## src/rtl/rr_arbiter4.sv

```systemverilog
// rr_arbiter4: four-requester round-robin arbiter/sequencer for one shared resource.
// Latency: request-to-grant 1 cycle; back-to-back grants with no idle cycle on release.
// Backpressure: a grant is held until done, requester withdrawal or (optional) timeout.
//
// Ports:
//   clk, reset            - clock; synchronous active-high reset
//   req[3:0]              - request lines, bit i = requester i
//   done                  - resource finished current transaction (sampled only while busy)
//   din0..din3            - requester operands, muxed onto dout by the current grant
//   gnt, gsel, busy       - registered one-hot grant, binary index, grant-held flag
//   start                 - registered, high on the first cycle of each grant
//   dout                  - selected operand while busy, else 0 (combinational)
//   timeout               - registered one-cycle pulse after a forced release
// Optional feature: define ARB_TIMEOUT_EN to bound each grant to TIMEOUT cycles.
// Without it, no counter is built and timeout is constant 0.

module rr_arbiter4 #(
  parameter int WIDTH   = 16,
  parameter int TIMEOUT = 16
) (
  input  logic             clk,
  input  logic             reset,
  input  logic [3:0]       req,
  input  logic             done,
  input  logic [WIDTH-1:0] din0,
  input  logic [WIDTH-1:0] din1,
  input  logic [WIDTH-1:0] din2,
  input  logic [WIDTH-1:0] din3,
  output logic [3:0]       gnt,
  output logic [1:0]       gsel,
  output logic             busy,
  output logic             start,
  output logic [WIDTH-1:0] dout,
  output logic             timeout
);

  typedef enum logic {IDLE = 1'b0, GRANT = 1'b1} state_t;

  state_t     state, state_nxt;
  logic [1:0] ptr, ptr_nxt;
  logic       take;       // a grant (new or back-to-back) starts next cycle
  logic [1:0] win;
  logic       rel;        // natural release: done or requester withdrew
  logic       force_rel;  // release forced by the grant-length limit
  logic [2:0] arb;        // {found, index}

  logic [3:0] gnt_nxt;
  logic [1:0] gsel_nxt;
  logic       busy_nxt;
  logic       start_nxt;
  logic       timeout_nxt;

`ifdef ARB_TIMEOUT_EN
  logic [7:0] cnt, cnt_nxt;
`endif

  // Rotating priority scan: ptr first, then ptr+1.. wrapping mod 4.
  // Iterating from lowest priority upward lets the highest-priority hit win.
  function automatic logic [2:0] pick(input logic [3:0] r, input logic [1:0] p);
    logic [2:0] res;
    logic [1:0] idx;
    res = 3'b000;
    for (int k = 3; k >= 0; k--) begin
      idx = p + k[1:0];
      if (r[idx]) res = {1'b1, idx};
    end
    return res;
  endfunction

  // State register (plus registered outputs)
  always_ff @(posedge clk) begin
    if (reset) begin
      state   <= IDLE;
      ptr     <= 2'd0;
      gnt     <= 4'd0;
      gsel    <= 2'd0;
      busy    <= 1'b0;
      start   <= 1'b0;
      timeout <= 1'b0;
`ifdef ARB_TIMEOUT_EN
      cnt     <= 8'd0;
`endif
    end else begin
      state   <= state_nxt;
      ptr     <= ptr_nxt;
      gnt     <= gnt_nxt;
      gsel    <= gsel_nxt;
      busy    <= busy_nxt;
      start   <= start_nxt;
      timeout <= timeout_nxt;
`ifdef ARB_TIMEOUT_EN
      cnt     <= cnt_nxt;
`endif
    end
  end

  // Next-state logic
  always_comb begin
    state_nxt = state;
    ptr_nxt   = ptr;
    take      = 1'b0;
    win       = 2'd0;
    rel       = 1'b0;
    force_rel = 1'b0;
    arb       = pick(req, ptr);
    case (state)
      IDLE: begin
        if (arb[2]) begin
          state_nxt = GRANT;
          take      = 1'b1;
          win       = arb[1:0];
        end
      end
      GRANT: begin
        rel = done | ~req[gsel];
`ifdef ARB_TIMEOUT_EN
        // A natural release in the same cycle wins, so no timeout pulse then.
        force_rel = ~rel & (cnt == 8'(TIMEOUT - 1));
`endif
        if (rel | force_rel) begin
          // Releasing requester sits at ptr+3, i.e. lowest priority.
          ptr_nxt = gsel + 2'd1;
          arb     = pick(req, gsel + 2'd1);
          if (arb[2]) begin
            take = 1'b1;
            win  = arb[1:0];
          end else begin
            state_nxt = IDLE;
          end
        end
      end
      default: state_nxt = IDLE;
    endcase
  end

  // Output logic: next values of the registered outputs
  always_comb begin
    gnt_nxt     = gnt;
    gsel_nxt    = gsel;
    busy_nxt    = busy;
    start_nxt   = 1'b0;
    timeout_nxt = force_rel;
    if (take) begin
      gnt_nxt   = 4'b0001 << win;
      gsel_nxt  = win;
      busy_nxt  = 1'b1;
      start_nxt = 1'b1;
    end else if (state_nxt == IDLE) begin
      gnt_nxt  = 4'd0;
      gsel_nxt = 2'd0;
      busy_nxt = 1'b0;
    end
  end

`ifdef ARB_TIMEOUT_EN
  // cnt holds the 0-based cycle index within the current grant.
  always_comb begin
    cnt_nxt = 8'd0;
    if (!take && state_nxt == GRANT) cnt_nxt = cnt + 8'd1;
  end
`endif

  // Shared operand mux
  always_comb begin
    dout = '0;
    if (busy) begin
      case (gsel)
        2'd0:    dout = din0;
        2'd1:    dout = din1;
        2'd2:    dout = din2;
        default: dout = din3;
      endcase
    end
  end

endmodule

```

## config.mk

```make
export PLATFORM = sky130hd
export DESIGN_NAME = rr_arbiter4
export DESIGN_NICKNAME = d
export VERILOG_FILES = /design/src/rtl/rr_arbiter4.sv
export SDC_FILE = /design/constraint.sdc
export NUM_CORES = 1
export LEC_CHECK = 0
export ABC_CLOCK_PERIOD_IN_PS = 6100
export CAP_MARGIN = 20
export CELL_PAD_IN_SITES_DETAIL_PLACEMENT = 1
export CELL_PAD_IN_SITES_GLOBAL_PLACEMENT = 2
export CORE_MARGIN = 10
export CORE_UTILIZATION = 16
export CTS_CLUSTER_SIZE = 28
export DETAILED_ROUTE_END_ITERATION = 10
export PLACE_DENSITY_LB_ADDON = 0.1
export SYNTH_ARGS = -nofsm -noshare
export SYNTH_HDL_FRONTEND = slang
export SYNTH_SLANG_ARGS = --single-unit
export TNS_END_PERCENT = 20
```

## constraint.sdc

```tcl
create_clock -name clk -period 6.1 [get_ports clk]
set_input_delay 1.83 -clock clk [delete_from_list [all_inputs] [get_ports clk]]
set_output_delay 1.83 -clock clk [all_outputs]
set_load 0.02 [all_outputs]
```

* Word level (Yosys, flattened, before mapping)
Cells that the tools add are included.
** Word-level totals
- Input port bits :: 71
- Register bits after elaboration :: 11
- Output and inout port bits :: 25
** Cells by class
- Multiplexer cells :: 47
- Shift-type cells :: 1
- Magnitude comparators :: 9
- Add/subtract/negate cells :: 7
- Reductions and logical operators :: 2
- Eq/ne operators :: 3
- Bitwise operators :: 3
** Operators with widths (number)
- $pmux W16 S3 :: 1
- $mux W3 :: 10
- $lt A2 B3 Y1 const B :: 9
- $bmux W1 S2 :: 9
- $mux W1 :: 16
- $mux W16 :: 1
- $mux W2 :: 5
- $add A2 B2 Y2 const B :: 4
- $mux W4 :: 2
- $add A2 B1 Y2 const B :: 3
- $pmux W1 S2 :: 2
- $pmux W2 S2 :: 1
- $shl A1 B2 Y4 const A :: 1
- $eq A2 B1 Y1 const B :: 1
- $eq A2 B2 Y1 const B :: 1
- $logic_not A2 Y1 :: 1
- $ne A2 B1 Y1 const B :: 1
- $not A1 Y1 :: 2
- $reduce_and A2 Y1 :: 1
- $or A1 B1 Y1 :: 1

* Longest topological paths before layout
- Word-level depth :: 15
- Gate-level depth with buffers :: 9
- Mapped depth without buffers :: 7

* Worst setup path after synthesis
Ideal clock, no wire load.
- Path kind :: input to output
- Start point :: in din1[14]
- End point :: out dout[14]
- Path buffers :: 0
- Stages on the path :: 4
- Data arrival time :: 2.410 ns
- Slack :: 1.860 ns
- Required time :: 4.270 ns
- Path through :: a222oi_1 -> nor2_1 -> a21oi_1 -> nor2_1
** On the way
- Cells in the longest elaborated chain, start to end :: 2
** RTL lines
- start: declaration :: line 26 : input logic [WIDTH-1:0] din1,
- $pmux W16 S3 :: line 167 : case (gsel)
- $mux W16 :: line 166 : if (busy) begin
- end: declaration :: line 33 : output logic [WIDTH-1:0] dout,
Every way passes these cells.

* Worst setup path in the final report
- Start point :: in din1[11]
- End point :: out dout[11]
The elaborated chain is that of the path after synthesis.

==> run summary <==
Core Rows: 30
register area share after synthesis: 20.0%
most common cell in the netlist: nor2_1
final non-filler cell total: 321
count of final hold-check violations: 0
Synth Register Bits: 11
synthesized area: 1100 um2
Layout Area Growth over Synthesis: 94.8%
fillcell total: 796
Slew Viols, Final: 0
static leakage: 0.794 nW
gr ovfl total: 0
WL final: 6.32 mm
Synth top cells by count: nor2_1 (39), a21oi_1 (25), a222oi_1 (16), dfxtp_1 (11), clkbuf_1 (8)
hold buffer count at cts: 0
CP Cell Sequence: clkdlybuf4s50_1, a222oi_1, nor2_1, a21oi_1, nor2_1, clkdlybuf4s50_1
CP Data Required Time: 4270 ps
CP Launch Type: input pin
layout cells sized above 1: 5.81%
Hold Path Cell Cnt: 2
DRT Pass-1 Iters: 6
YS warnings: 0
vias in the first global route: 1497
Syn Nets: 229
final period utilization: 86.4%
Setup Slack @ Placement: 822 ps
final worst slack: 830 ps
TritonCTS Buffers: 3
share of the synthesized area in the top cell type: 20.0%
initial antenna violation count: 0
Critical R2R Capture: gnt[0]
Max stage delay on crit path: 570 ps
n_diodes: 0
Final Wtd Congestion: 0.770
sequential share of power: 22.7%
CTS H-tree depth: 1
Placed Cells: 317
fraction of registers with async set/reset: 0%
Hold Startpoint: gnt[1]
max-cap violation count: 0
R2R Setup Slk: 3800 ps
final setup TNS: 0 ps
port buffer count: 94
Die Wd: 103 um
nature of the critical path endpoint: output pin
Final HPWL DP: 5.05 mm
Cells after Synth: 154
Max-slew headroom: 50.7%
fmax: 0.190 GHz
fin crit period: 5270 ps
gr usage total: 11.0%
Clock Sinks: 11
final core occ: 31.9%
switching power of the nets: 0.000145 W
num ports: 96
Hold EP: gnt[1]
Core Area: 6720 um2
DR vias/cell: 4.81
Clock Tree Root: clkbuf_8
clock skew: 4.64 ps
leading area contributor after synthesis: dfxtp_1
CP max FO: 1
clock group share of total power: 20.1%
postcts setup bufs: 0
first-pass GRT wire length: 9.04 mm
minimum hold slack: 488 ps
worst skew pair latency: 250 ps
Resize count post-CTS: 0
outcome: finished, final reports clean
Routed WL per cell: 19.7 um
Crit Path Class: input pin to output pin
path depth of the worst reg2reg path: 7
synthesized area per cell: 7.14 um2
fin nets: 317
Final ANT Viol Nets: 0
Die Ht: 103 um
Reg clk slew, reported paths: 50 ps
Vias: 1543
peak supply drop: 93.9 uV
r2r startpoint: gsel[0]
Power Dens Cells: 179 nW/um2
Synth cell types: 38
TritonCTS clock tree: yes
unrepaired setup endpoints after global routing: false
combinational group share of total power: 57.3%
EDFF count, synth: 0
Initial Utilization: 16.4%
dominant cells by area after synthesis: dfxtp_1 (20%), a222oi_1 (15%), nor2_1 (13%), a21oi_1 (11%), ha_1 (4.6%)
Final setup viols: 0
maximum root-to-sink buffer count: 2
DR iter-0 viols: 112
Worst Path Arrival: 3440 ps
worst-margin pin slew: 740 ps
Pint: 0.000238 W
Residual DRC: 0
full die area: 10600 um2
Hold Path Class: flop to flop
prevailing post-synth register cell: dfxtp_1
CP max stage cell: clkdlybuf4s50_1
largest net degree at the start of global routing: 19
switch share: 37.9%
## layer usage
metal | vias to the layer above | global-route usage, % | share of wire, %
met5 | - | 0 | 0
met4 | 0 | 3.10 | 1.1
met3 | 7 | 2.95 | 8.8
met2 | 63 | 17.6 | 45
met1 | 718 | 13.9 | 45
li1 | 755 | - | -
## area by class of cell
| class | count | area (um2) | area share [%] |
|---|---|---|---|
| multi-input combinational | 124 | 795 | 37.1 |
| timing repair buffer | 95 | 956 | 44.6 |
| clock buffer | 4 | 45.0 | 2.10 |
| sequential | 11 | 220 | 10.3 |
| inverter | 7 | 26.3 | 1.23 |
| tap | 80 | 100 | 4.67 |
## power groups by stage
| stage | Clock [W] | Sequential, W | Combinational [W] |
|---|---|---|---|
| 2_1_floorplan | 0 | 0.0000922 | 0.000109 |
| 3_3_place_gp | 0 | 0.0000885 | 0.000222 |
| 3_5_place_dp | 0 | 0.0000887 | 0.000221 |
| 4_1_cts | 0.0000790 | 0.0000872 | 0.000223 |
| 5_1_grt | 0.0000818 | 0.0000883 | 0.000239 |
| 6_report | 0.0000768 | 0.0000868 | 0.000219 |
## cells by family (layout without fill, tap and decap cells)
kind of cell | count (synthesis) | after routing | synth area share, %
AOI/OAI and AO/OA | 55 | 55 | 38.3
and+or+nand+nor | 60 | 60 | 25.0
buffers and inverters | 19 | 106 | 7.74
DFF | 11 | 11 | 20.0
other | 1 | 1 | 0.341
muxes | 4 | 4 | 3.98
adders and majority gates | 4 | 4 | 4.55
## how the worst max path moves through the flow
stage,end,startpoint,slack (ps),depth (start not counted)
floorplan,dout[14],din1[14],1860,4
global placement,dout[9],din1[9],700,6
detailed placement,dout[9],din1[9],820,6
CTS,dout[9],din1[9],810,6
global route,dout[7],din1[7],730,6
finish,dout[11],din1[11],830,6
## critical path: cells and delay by family
kind | cells | cell delay (ps)
buf+inv | 2 | 980
compound gates | 2 | 510
simple gates | 2 | 130
## cell usage in the layout (no fill, tap or decap), types with 3 or more instances in the layout
master,n
inv_1,6
nand2_1,4
a222oi_1,16
nand2b_1,4
ha_1,4
clkbuf_8,3
mux2i_1,3
a21oi_1,25
dfxtp_1,11
nor2_1,39
clkdlybuf4s50_1,94
## sequential cells by signal, indices dropped and copies added, names as in the netlist
name   count
gsel       2
gnt        4
state      1
busy       1
start      1
ptr        2
## metrics by stage
step	total power (W)	instance area [um2]
6_report	0.000383	2140
5_1_grt	0.000409	2140
4_1_cts	0.000389	2140
3_5_place_dp	0.000310	2100
3_3_place_gp	0.000310	2080
2_1_floorplan	0.000201	1100
(Power assumes the default switching activity.)
==> edit: new RTL, same settings <==
The parameter `WIDTH` goes from 16 to 32.
--- a/src/rtl/rr_arbiter4.sv
+++ b/src/rtl/rr_arbiter4.sv
@@ -15,7 +15,7 @@
 // Without it, no counter is built and timeout is constant 0.
 
 module rr_arbiter4 #(
-  parameter int WIDTH   = 16,
+  parameter int WIDTH   = 32,
   parameter int TIMEOUT = 16
 ) (
   input  logic             clk,
Interface: changed (5 resized); port bits go from 96 to 176. No check against the original RTL was run, so the function may have changed too.
==> edit against the unedited design <==
- global-route usage increased by 3.5 points
- synthesized area rose by 43%
- sequential cell count stayed put
- total power is 38% higher
- worst setup slack worse by 60 ps
- wire length rose by 75%
- synthesized cell count grew 53%
- final area increased by 62%
- largest cell class unchanged
- largest power group unchanged
==> edit: results (changes against the unedited design) <==
stage;metric;value;unit;change
global_route;largest net degree at the start of global routing;65;;+46
cells_and_area;Filler cells;1201;;+51%
outcome;status;completed;;
cells_and_area;nonclk buf count;179;;+88%
hold_path;Hold Crit Start;gnt[3];;
drt;Detailed Routing Iterations Pass 1;5;;-1
drt;Vias/cell;4.80;;about the same
cells_and_area;Non-clock buffer share;51.4;%;+6.8 points
synthesis;top cells by count, synth;nor2_1, a21oi_1, a222oi_1, clkbuf_1, dfxtp_1;;
cells_and_area;inverters;6;;-1
cells_and_area;fraction of area in multi-input gates;35.5;%;-1.6 points
critical_path;worst reg2reg setup slack;3590;ps;-210 ps
global_route;first-pass GRT wire length;16500;um;+83%
hold_path;Hold Path End;gnt[3];;
power;maximum vdd drop;0.0000967;V;+2.9%
place;placer congestion estimate;0.732;;-5.0%
cells_and_area;Seq Cell Count;11;;unchanged
synthesis;Area contributors post-synth;a222oi_1, nor2_1, dfxtp_1, a21oi_1, clkbuf_1;;
clock_network;Num CTS Buffers;3;;unchanged
timing;worst rel slew slack;50.1;%;-0.58 points
global_route;Tot GR Track Use;14.4;%;+3.5 points
synthesis;sequential share of the synthesized area;14.0;%;-6.1 points
cells_and_area;clock-cell share of area;1.30;%;-0.80 points
drt;number of DRC markers in iteration 0;205;;+83%
synthesis;Netlist cell types;39;;+2.6%
cells_and_area;Nets;533;;+68%
critical_path;Worst EP arrival;3500;ps;+60 ps
power;Leak Pwr;0.00125;uW;+58%
place;IO Port Bufs;174;;+85%
place;post-DP HPWL;8830;um;+75%
cells_and_area;share of layout cells above drive strength 1;4.83;%;-0.97 points
timing;Final Skew;2.41;ps;-2.23 ps
global_route;vias in the first global route;2657;;+77%
## edit: changes by cell type after synthesis, moves of 2 or more
cell,delta
nor2_1,+35
a222oi_1,+16
a21oi_1,+14
clkbuf_1,+10
buf_1,+3
nand2_1,-2
nand2b_1,+2
nor3_1,+2
o22ai_1,+2
or2_2,-2
or3_1,-2
## edit: stage by stage
| stage | power, uW | worst slack, ps | instances | hold WS (ps) | cell area [sq um] |
|---|---|---|---|---|---|
| after detailed placement | 462 | 757 | 522 | 459 | 3420 |
| final | 529 | 770 | 526 | 467 | 3460 |
| after floorplan | 270 | 1860 | 235 | 504 | 1580 |
| after global placement | 459 | 758 | 522 | 447 | 3420 |
| after CTS | 538 | 752 | 526 | 474 | 3460 |
| after global routing | 573 | 675 | 526 | 505 | 3460 |
## edit: metal layers
layer,track usage [%],routed length (um),up-vias
met3,3.87,1030,4
met1,17.9,4480,1183
li1,-,-,1218
met5,0,0,-
met4,1.60,40,0
met2,25.1,5480,121
## edit: logic make-up (layout without fill, tap and decap cells)
logic type                 count (synthesis)  after routing  synth area share (%)
AOI/OAI and AO/OA                         85             85                  41.3
DFF                                       11             11                  14.0
other                                      1              1                 0.238
muxes                                      5              5                  4.44
and+or+nand+nor                           98             98                  28.6
adders and majority gates                  4              4                  3.17
buffers and inverters                     31            189                  8.25
## edit: power by group
part / leakage (uW) / internal (uW) / switching (uW)
clock: 0.0000228 / 45.9 / 27.0
combinational: 0.00114 / 193 / 175
sequential: 0.0000909 / 78.6 / 9.68
total: 0.00125 / 318 / 211
## edit: worst max path at each step
stage | from | to | cells past startpoint
after floorplan | din1[30] | dout[30] | 4
after global placement | din1[16] | dout[16] | 6
after detailed placement | din1[19] | dout[19] | 6
after CTS | din1[19] | dout[19] | 6
after global routing | din1[6] | dout[6] | 6
final | din1[16] | dout[16] | 6
